### src/rtl/tx_frame_loader.sv
// Streams payload bytes into a transmit FIFO, zero-pads short frames, truncates long ones
// and pulses pct_qued with the written length once each frame is complete in the FIFO.
module tx_frame_loader #(
    parameter int MIN_PAYLOAD = 46,
    parameter int MAX_PAYLOAD = 1500
) (
    input  logic        clk,
    input  logic        arst_n,
    input  logic [7:0]  s_data,
    input  logic        s_valid,
    input  logic        s_last,
    output logic        s_ready,
    input  logic        fifo_full,
    output logic        w_en,
    output logic [7:0]  data_out,
    output logic        pct_qued,
    output logic [10:0] frame_len,
    output logic        oversize
);
    localparam logic [10:0] MIN_L = 11'(MIN_PAYLOAD);
    localparam logic [10:0] MAX_L = 11'(MAX_PAYLOAD);

    typedef enum logic [2:0] {IDLE, DATA, PAD, DISCARD, QUEUE} state_t;

    state_t      state;
    logic [10:0] cnt;
    logic [10:0] cnt_inc;
    logic        accept;
    logic        wr_data;
    logic        wr_pad;

    // Write path is combinational; gating with arst_n keeps outputs quiet during reset.
    always_comb begin
        s_ready = 1'b0;
        unique case (state)
            IDLE, DATA: s_ready = !fifo_full;
            DISCARD:    s_ready = 1'b1;
            default:    s_ready = 1'b0;
        endcase
        s_ready  = s_ready & arst_n;
        accept   = s_valid && s_ready;
        wr_data  = accept && (state == IDLE || state == DATA);
        wr_pad   = arst_n && (state == PAD) && !fifo_full;
        w_en     = wr_data || wr_pad;
        data_out = wr_data ? s_data : 8'h00;
        cnt_inc  = (state == IDLE) ? 11'd1 : cnt + 11'd1;
    end

    always_ff @(posedge clk or negedge arst_n) begin
        if (!arst_n) begin
            state     <= IDLE;
            cnt       <= '0;
            pct_qued  <= 1'b0;
            frame_len <= '0;
            oversize  <= 1'b0;
        end else begin
            pct_qued <= 1'b0;
            unique case (state)
                IDLE, DATA: begin
                    if (accept) begin
                        cnt <= cnt_inc;
                        if (state == IDLE)
                            oversize <= 1'b0;
                        if (s_last) begin
                            if (cnt_inc < MIN_L) begin
                                state <= PAD;
                            end else begin
                                state     <= QUEUE;
                                pct_qued  <= 1'b1;
                                frame_len <= cnt_inc;
                            end
                        end else if (cnt_inc == MAX_L) begin
                            state <= DISCARD;
                        end else begin
                            state <= DATA;
                        end
                    end
                end
                PAD: begin
                    if (!fifo_full) begin
                        cnt <= cnt + 11'd1;
                        if (cnt + 11'd1 == MIN_L) begin
                            state     <= QUEUE;
                            pct_qued  <= 1'b1;
                            frame_len <= MIN_L;
                        end
                    end
                end
                DISCARD: begin
                    // Flag is visible by the QUEUE cycle even when the tail is a single byte.
                    oversize <= 1'b1;
                    if (accept && s_last) begin
                        state     <= QUEUE;
                        pct_qued  <= 1'b1;
                        frame_len <= cnt;
                    end
                end
                QUEUE:   state <= IDLE;
                default: state <= IDLE;
            endcase
        end
    end
endmodule

### config.mk
export PLATFORM = sky130hd
export DESIGN_NAME = tx_frame_loader
export DESIGN_NICKNAME = d
export VERILOG_FILES = /design/src/rtl/tx_frame_loader.sv
export SDC_FILE = /design/constraint.sdc
export NUM_CORES = 1
export LEC_CHECK = 0
export CAP_MARGIN = 20
export CORE_UTILIZATION = 40
export DETAILED_ROUTE_END_ITERATION = 6
export PLACE_DENSITY = 0.77
export SLEW_MARGIN = 20
export SYNTH_ARGS = -nofsm -noshare
export SYNTH_HDL_FRONTEND = slang
export SYNTH_SLANG_ARGS = --single-unit
### constraint.sdc
create_clock -name clk -period 2.4 [get_ports clk]
set_input_delay 0.24 -clock clk [delete_from_list [all_inputs] [get_ports clk]]
set_output_delay 0.24 -clock clk [all_outputs]
set_load 0.02 [all_outputs]
# Yosys cells after proc, flatten, opt, wreduce, memory -nomap -nowiden
# Index checks and enable logic that the tools add are counted.
[totals]
regBits = 27
in_bits = 13
[op_classes]
eq_ne = 12
bitwise = 1
mux = 31
addsub = 1
n_lt_le_gt_ge = 1
n_reduce_logical = 17
[op_table]
columns = ["cell", "n"]
rows = [
  ["$mux W11", 9],
  ["$pmux W11 S3", 1],
  ["$pmux W11 S2", 1],
  ["$mux W3", 6],
  ["$ne A2 B2 Y1 const B", 6],
  ["$add A11 B1 Y11 const B", 1],
  ["$eq A11 B11 Y1 const B", 1],
  ["$eq A11 B6 Y1 const B", 1],
  ["$lt A11 B6 Y1 const B", 1],
  ["$pmux W3 S3", 1],
  ["$mux W1", 8],
  ["$mux W8", 1],
  ["$reduce_and A7 Y1", 1],
  ["$eq A3 B2 Y1 const B", 2],
  ["$reduce_and A3 Y1", 2],
  ["$logic_and A1 B1 Y1", 5],
  ["$pmux W1 S2", 2],
  ["$reduce_and A4 Y1", 1],
  ["$reduce_bool A2 Y1", 2],
  ["$eq A3 B1 Y1 const B", 1],
  ["$logic_not A3 Y1", 1],
  ["$pmux W1 S3", 1],
  ["$reduce_bool A3 Y1", 1],
  ["$logic_or A1 B1 Y1", 2],
  ["5 further kinds", 5],
]

# Longest topological paths before layout
[logic_depth]
ltp_word = 8
ltp_mapped = 10
ltp_nobuf = 9

# Worst setup path before layout
# OpenSTA, ideal clock, no wires.
[synth_path]
kind = "reg-to-reg"
startpoint = "register state[1]"
endpoint = "register cnt[3]"
required_time_ps = 2305
path_stages_with_launch = 10
arrival_time_ps = 2443
n_path_buf = 2
setup_time_ps = 95
setup_slack_ps = -138
cell_sequence = "dfrtp_1 > clkbuf_8 > nor2b_1 > a2111oi_2 > nand2_1 > nor2_1 > nor2_1 > or2_2 > clkbuf_1 > o31ai_1"
[synth_via]
elab_chain_cells = 7
[synth_lines]
columns = ["element", "line_no", "text"]
rows = [
  ["start, declared", "25", "state_t state;"],
  ["start signal, assigned", "51", "state <= IDLE;"],
  ["start signal, assigned", "66", "state <= PAD;"],
  ["start signal, assigned", "68", "state <= QUEUE;"],
  ["$eq A3 B1 Y1 or $logic_not A3 Y1 (tied branches)", "35", "unique case (state)"],
  ["$reduce_or A2 Y1", "35", ""],
  ["$pmux W1 S2 *", "35", ""],
  ["$and A1 B1 Y1 *", "40", "s_ready = s_ready & arst_n;"],
  ["net s_ready", "12", "output logic s_ready,"],
  ["$logic_and A1 B1 Y1 *", "41", "accept = s_valid && s_ready;"],
  ["$ne A2 B2 Y1 (no source line) *", "-", ""],
  ["$reduce_and A3 Y1 (no source line) *", "-", ""],
  ["end signal, assigned", "61", "cnt <= cnt_inc;"],
  ["end signal, assigned", "81", "cnt <= cnt + 11'd1;"],
  ["end, declared", "26", "logic [10:0] cnt;"],
]
# The timed path passes the listed nets; every way through them passes the cells marked *. The select of a mux whose other input is x is not followed.
# A chain may end at the register's enable or synchronous reset.

# Worst setup path after layout
[layout_path]
startpoint = "register cnt[1]"
endpoint = "register frame_len[8]"
[layout_via]
elab_chain_cells = 6
[layout_lines]
columns = ["element", "line_no", "text"]
rows = [
  ["$add A11 B1 Y11 *", "46, 82", ""],
  ["branches (longest 5 deep; another with $lt A11 B6 Y1)", "-", ""],
  ["end signal, assigned", "70", "frame_len <= cnt_inc;"],
  ["end signal, assigned", "95", "frame_len <= cnt;"],
  ["end, declared", "17", "output logic [10:0] frame_len,"],
]
# Mark *: on every way between the ends. The select of a mux whose other input is x is not followed.

==> impl_metrics.prom <==
# TYPE chip_impl_metric gauge
chip_impl_info{name="run_status",value="finished, violations left"} 1
chip_impl_info{name="violated_checks",value="negative setup slack"} 1
chip_impl_metric{name="postCtsHoldBufs",unit=""} 0
chip_impl_metric{name="grt_first_pass_wirelength",unit="µm"} 9410
chip_impl_metric{name="power_frac_clock",unit="%"} 8.7
chip_impl_metric{name="period_minus_slack",unit="ps"} 2510
chip_impl_info{name="synth_flop_cell",value="dfrtp_1"} 1
chip_impl_metric{name="floorplan.die.height",unit="µm"} 71.7
chip_impl_metric{name="post_synth_arst_share",unit="%"} 100
chip_impl_info{name="synth_most_common_cell",value="dfrtp_1"} 1
chip_impl_metric{name="ctsHtreeMaxLevel",unit=""} 1
chip_impl_metric{name="drt-wirelength-per-cell",unit="µm"} 17.2
chip_impl_metric{name="numCtsBuffers",unit=""} 3
chip_impl_metric{name="cap_viol_max_count",unit=""} 0
chip_impl_metric{name="power_leakage",unit="µW"} 0.00117
chip_impl_metric{name="use_met1",unit="%"} 31.2
chip_impl_info{name="cp_slowest_cell",value="a221o_2"} 1
chip_impl_metric{name="worst_pin_slew",unit="ps"} 659
chip_impl_metric{name="pin_count_of_the_biggest_net_entering_global_routing",unit=""} 29
chip_impl_info{name="r2r-end",value="frame_len[8]"} 1
chip_impl_metric{name="first_iter_violations",unit=""} 183
chip_impl_info{name="setup.worst_path.class",value="flop to flop"} 1
chip_impl_metric{name="gr-usage-met3",unit="%"} 4.22
chip_impl_metric{name="cp_data_arrival_time",unit="ps"} 2680
chip_impl_metric{name="synth_enable_flop_cells",unit=""} 0
chip_impl_metric{name="total_power",unit="µW"} 3090
chip_impl_metric{name="post-cts-setup-buffer-count",unit=""} 0
chip_impl_metric{name="m2_gr_usage",unit="%"} 36.7
chip_impl_metric{name="detail_route.drc_violations",unit=""} 0
chip_impl_metric{name="synth_nets",unit=""} 234
chip_impl_metric{name="regToRegSetupSlack",unit="ps"} -110
chip_impl_metric{name="cp_slowest_stage_delay",unit="ps"} 500
chip_impl_info{name="synthDominantAreaCellType",value="dfrtp_1"} 1
chip_impl_metric{name="yosys_warnings",unit=""} 0
chip_impl_metric{name="insertedDiodeCount",unit=""} 0
chip_impl_metric{name="clock-skew-final",unit="ps"} 4.89
chip_impl_metric{name="sequentialPowerShare",unit="%"} 24.2
chip_impl_info{name="synth_top_cells_by_count",value="dfrtp_1 (27), o21ai_0 (20), nor2_1 (16)"} 1
chip_impl_metric{name="timing.fmax",unit="MHz"} 399
chip_impl_metric{name="min_period_over_period",unit="%"} 105
chip_impl_metric{name="number_of_global_route_vias_before_repair",unit=""} 1925
chip_impl_metric{name="place.gp.congestion",unit=""} 0.941
chip_impl_metric{name="cts.reportedPaths.clkPinSlew",unit="ps"} 100
chip_impl_metric{name="ant_nets",unit=""} 0
chip_impl_metric{name="clk_lat_worst_skew",unit="ps"} 280
chip_impl_metric{name="synthCells",unit=""} 219
chip_impl_metric{name="drive_above_1_share",unit="%"} 31.8
chip_impl_metric{name="final_nets",unit=""} 299
chip_impl_metric{name="routed-via-count",unit=""} 1968
chip_impl_metric{name="synth_cell_types",unit=""} 54
chip_impl_metric{name="clock_tree_buffer_depth",unit=""} 2
chip_impl_metric{name="power.net_switching",unit="µW"} 1380
chip_impl_metric{name="floorplan.initialDensity",unit="%"} 43.1
chip_impl_metric{name="number_of_endpoints_failing_setup_at_the_final_stage",unit=""} 11
chip_impl_metric{name="coreArea",unit="µm²"} 4500
chip_impl_metric{name="global_route.overflow_total",unit=""} 0
chip_impl_info{name="hold_class",value="input pin to asynchronous set/reset pin"} 1
chip_impl_metric{name="netlist_area_pre_place",unit="µm²"} 1940
chip_impl_metric{name="fraction_of_the_yosys_area_taken_by_sequential_cells",unit="%"} 34.8
chip_impl_info{name="synth.area.top_cells",value="dfrtp_1 (35%), mux2_4 (6.2%), o21ai_0 (5.2%)"} 1
chip_impl_metric{name="post_drt_via_cell_ratio",unit=""} 5.87
chip_impl_info{name="timing.critical_path.cells",value="buf_4 > and2_1 > xnor2_2 > nor4b_2 > o21ba_2 > o21a_1 > a221o_2 > mux2_4"} 1
chip_impl_metric{name="place_hpwl",unit="µm"} 3930
chip_impl_metric{name="drt-total-wl",unit="µm"} 5750
chip_impl_info{name="cts_tree",value="built"} 1
chip_impl_metric{name="powerDensity",unit="nW/µm²"} 1160
chip_impl_metric{name="place_inst",unit=""} 330
chip_impl_metric{name="initial_antenna_violation_count",unit=""} 0
chip_impl_info{name="clock_root_buffer_master",value="clkbuf_8"} 1
chip_impl_metric{name="die_w",unit="µm"} 71.7
chip_impl_metric{name="final-hold-violation-count",unit=""} 0
chip_impl_metric{name="floorplan.io_pins",unit=""} 36
chip_impl_metric{name="timing.final.ws_setup",unit="ps"} -109
chip_impl_metric{name="sw_share",unit="%"} 44.6
chip_impl_metric{name="design.die.area",unit="µm²"} 5140
chip_impl_metric{name="reg2regPathDepth",unit=""} 8
chip_impl_metric{name="cp_max_fo",unit=""} 6
chip_impl_metric{name="synth_area_per_cell",unit="µm²"} 8.87
chip_impl_metric{name="critical_path_required",unit="ps"} 2570
chip_impl_metric{name="max_slew_margin",unit="%"} 55.9
chip_impl_metric{name="buffer_ports.inserted",unit=""} 35
chip_impl_metric{name="areaGrowthSynthToFinish",unit="%"} 36.4
chip_impl_metric{name="grt_use_total",unit="%"} 23.3
chip_impl_metric{name="synth_top_area_share",unit="%"} 34.8
chip_impl_metric{name="instances_no_fill",unit=""} 335
chip_impl_info{name="globalRoute.busiestLayer",value="met2"} 1
chip_impl_metric{name="slew_violations",unit=""} 0
chip_impl_metric{name="combinationalPowerShare",unit="%"} 67.1
chip_impl_metric{name="dr.pass1.iters",unit=""} 4
chip_impl_metric{name="irDropWorstVdd",unit="V"} 0.000714
chip_impl_info{name="grt_setup_unrepaired",value="yes"} 1
chip_impl_info{name="critPathLaunchType",value="flop"} 1
chip_impl_info{name="setup.worst_path.end_class",value="flop"} 1
chip_impl_metric{name="internal_pwr_total",unit="µW"} 1710
chip_impl_metric{name="numClockSinks",unit=""} 27
chip_impl_metric{name="ys_ff_latch",unit=""} 27
chip_impl_metric{name="fp-row-count",unit=""} 24
chip_impl_info{name="r2r-start",value="cnt[1]"} 1
[kinds of logic (layout without fill, tap and decap cells)]
| logic type | Yosys count | count (layout) | synth area share (%) |
|---|---|---|---|
| AND/OR/NAND/NOR | 81 | 81 | 22.7 |
| flip-flops | 27 | 27 | 34.8 |
| XOR/XNOR | 3 | 3 | 1.35 |
| AO/OA/AOI/OAI | 68 | 69 | 23.0 |
| multiplexers | 13 | 13 | 8.95 |
| adder cells (fa/ha/maj) | 2 | 2 | 1.29 |
| buffers and inverters | 25 | 88 | 7.92 |
[metal layers]
| layer | up-vias | wire (µm) |
|---|---|---|
| met2 | 84 | 2750 |
| met4 | 0 | 195 |
| li1 | 927 | - |
| met5 | - | 0 |
| met1 | 936 | 2510 |
| met3 | 21 | 289 |
[placed cells by master, fill, tap and decap left out, types with 3 or more instances in the layout]
cell,synthesis,routed
buf_4,2,42
dfrtp_1,27,27
clkdlybuf4s50_1,0,26
o21ai_0,20,20
nor2_1,16,15
nand2_1,14,14
a21oi_1,13,13
and2_1,10,10
clkbuf_2,0,9
mux2_4,8,8
o31ai_1,7,7
inv_1,6,6
nand3_1,5,5
o22ai_1,5,5
nor3_1,8,5
nand2b_1,4,4
nor3_2,0,3
nand4_1,3,3
and3_1,3,3
a31oi_1,3,3
mux2_2,3,3
clkbuf_8,3,3
[flip-flops by register name, indices dropped and copies added, names as in the netlist]
name	count
pct_qued	1
cnt	11
frame_len	11
state	3
oversize	1
[per-stage QoR]
stage          area [µm²]  worst slack (ps)  hold WS (ps)  setup TNS [ps]  util, %
3_3_place_gp         2560              -201           497           -3130     56.9
4_1_cts              2640             -50.7           453            -347     58.5
3_5_place_dp         2560              -262           496           -4540     56.9
2_1_floorplan        1960             -45.7         -55.6            -366        -
5_1_grt              2650              -176           468           -1720     58.9
6_report             2650              -109           445            -998     58.9
[final cells by class]
type / instances / area, µm²
Multi-Input combinational cell: 168 / 1210
Timing Repair Buffer: 78 / 632
Inverter: 6 / 22.5
Clock inverter: 1 / 7.51
Tap cell: 52 / 65.1
Sequential cell: 27 / 676
Clock buffer: 3 / 41.3
Fill cell: 398 / 1850
[worst max-delay path: cells and delay by family (launching register included)]
family | cells | cell delay [ps]
XOR/XNOR | 1 | 170
multiplexers | 1 | 320
flip-flops | 1 | 460
buffers and inverters | 1 | 160
AO/OA/AOI/OAI | 3 | 940
AND/OR/NAND/NOR | 2 | 350
[power by group through the flow]
stage          clock network (µW)  registers (µW)  logic (µW)
4_1_cts                       274             738        1970
5_1_grt                       293             768        2240
3_3_place_gp                    0             737        1900
2_1_floorplan                   0             838        1110
3_5_place_dp                    0             743        1930
6_report                      269             745        2070
[what timing repair did]
action | 4_1_cts | 5_1_grt
endpoints found under the setup margin | 20 | 20
pin swaps | 0 | 1
resized for setup | 14 | 25
cloned | 1 | 0
[worst max-delay path by stage]
stage | startpoint | end | slack, ps | cells past startpoint
6_report | cnt[1] | frame_len[8] | -110 | 8
5_1_grt | cnt[1] | frame_len[1] | -180 | 8
4_1_cts | cnt[7] | frame_len[4] | -50 | 7
3_5_place_dp | arst_n | frame_len[1] | -260 | 8
3_3_place_gp | arst_n | data_out[1] | -200 | 8
2_1_floorplan | cnt[8] | frame_len[0] | -50 | 9
Note: power is estimated with default switching activity, not from simulation.
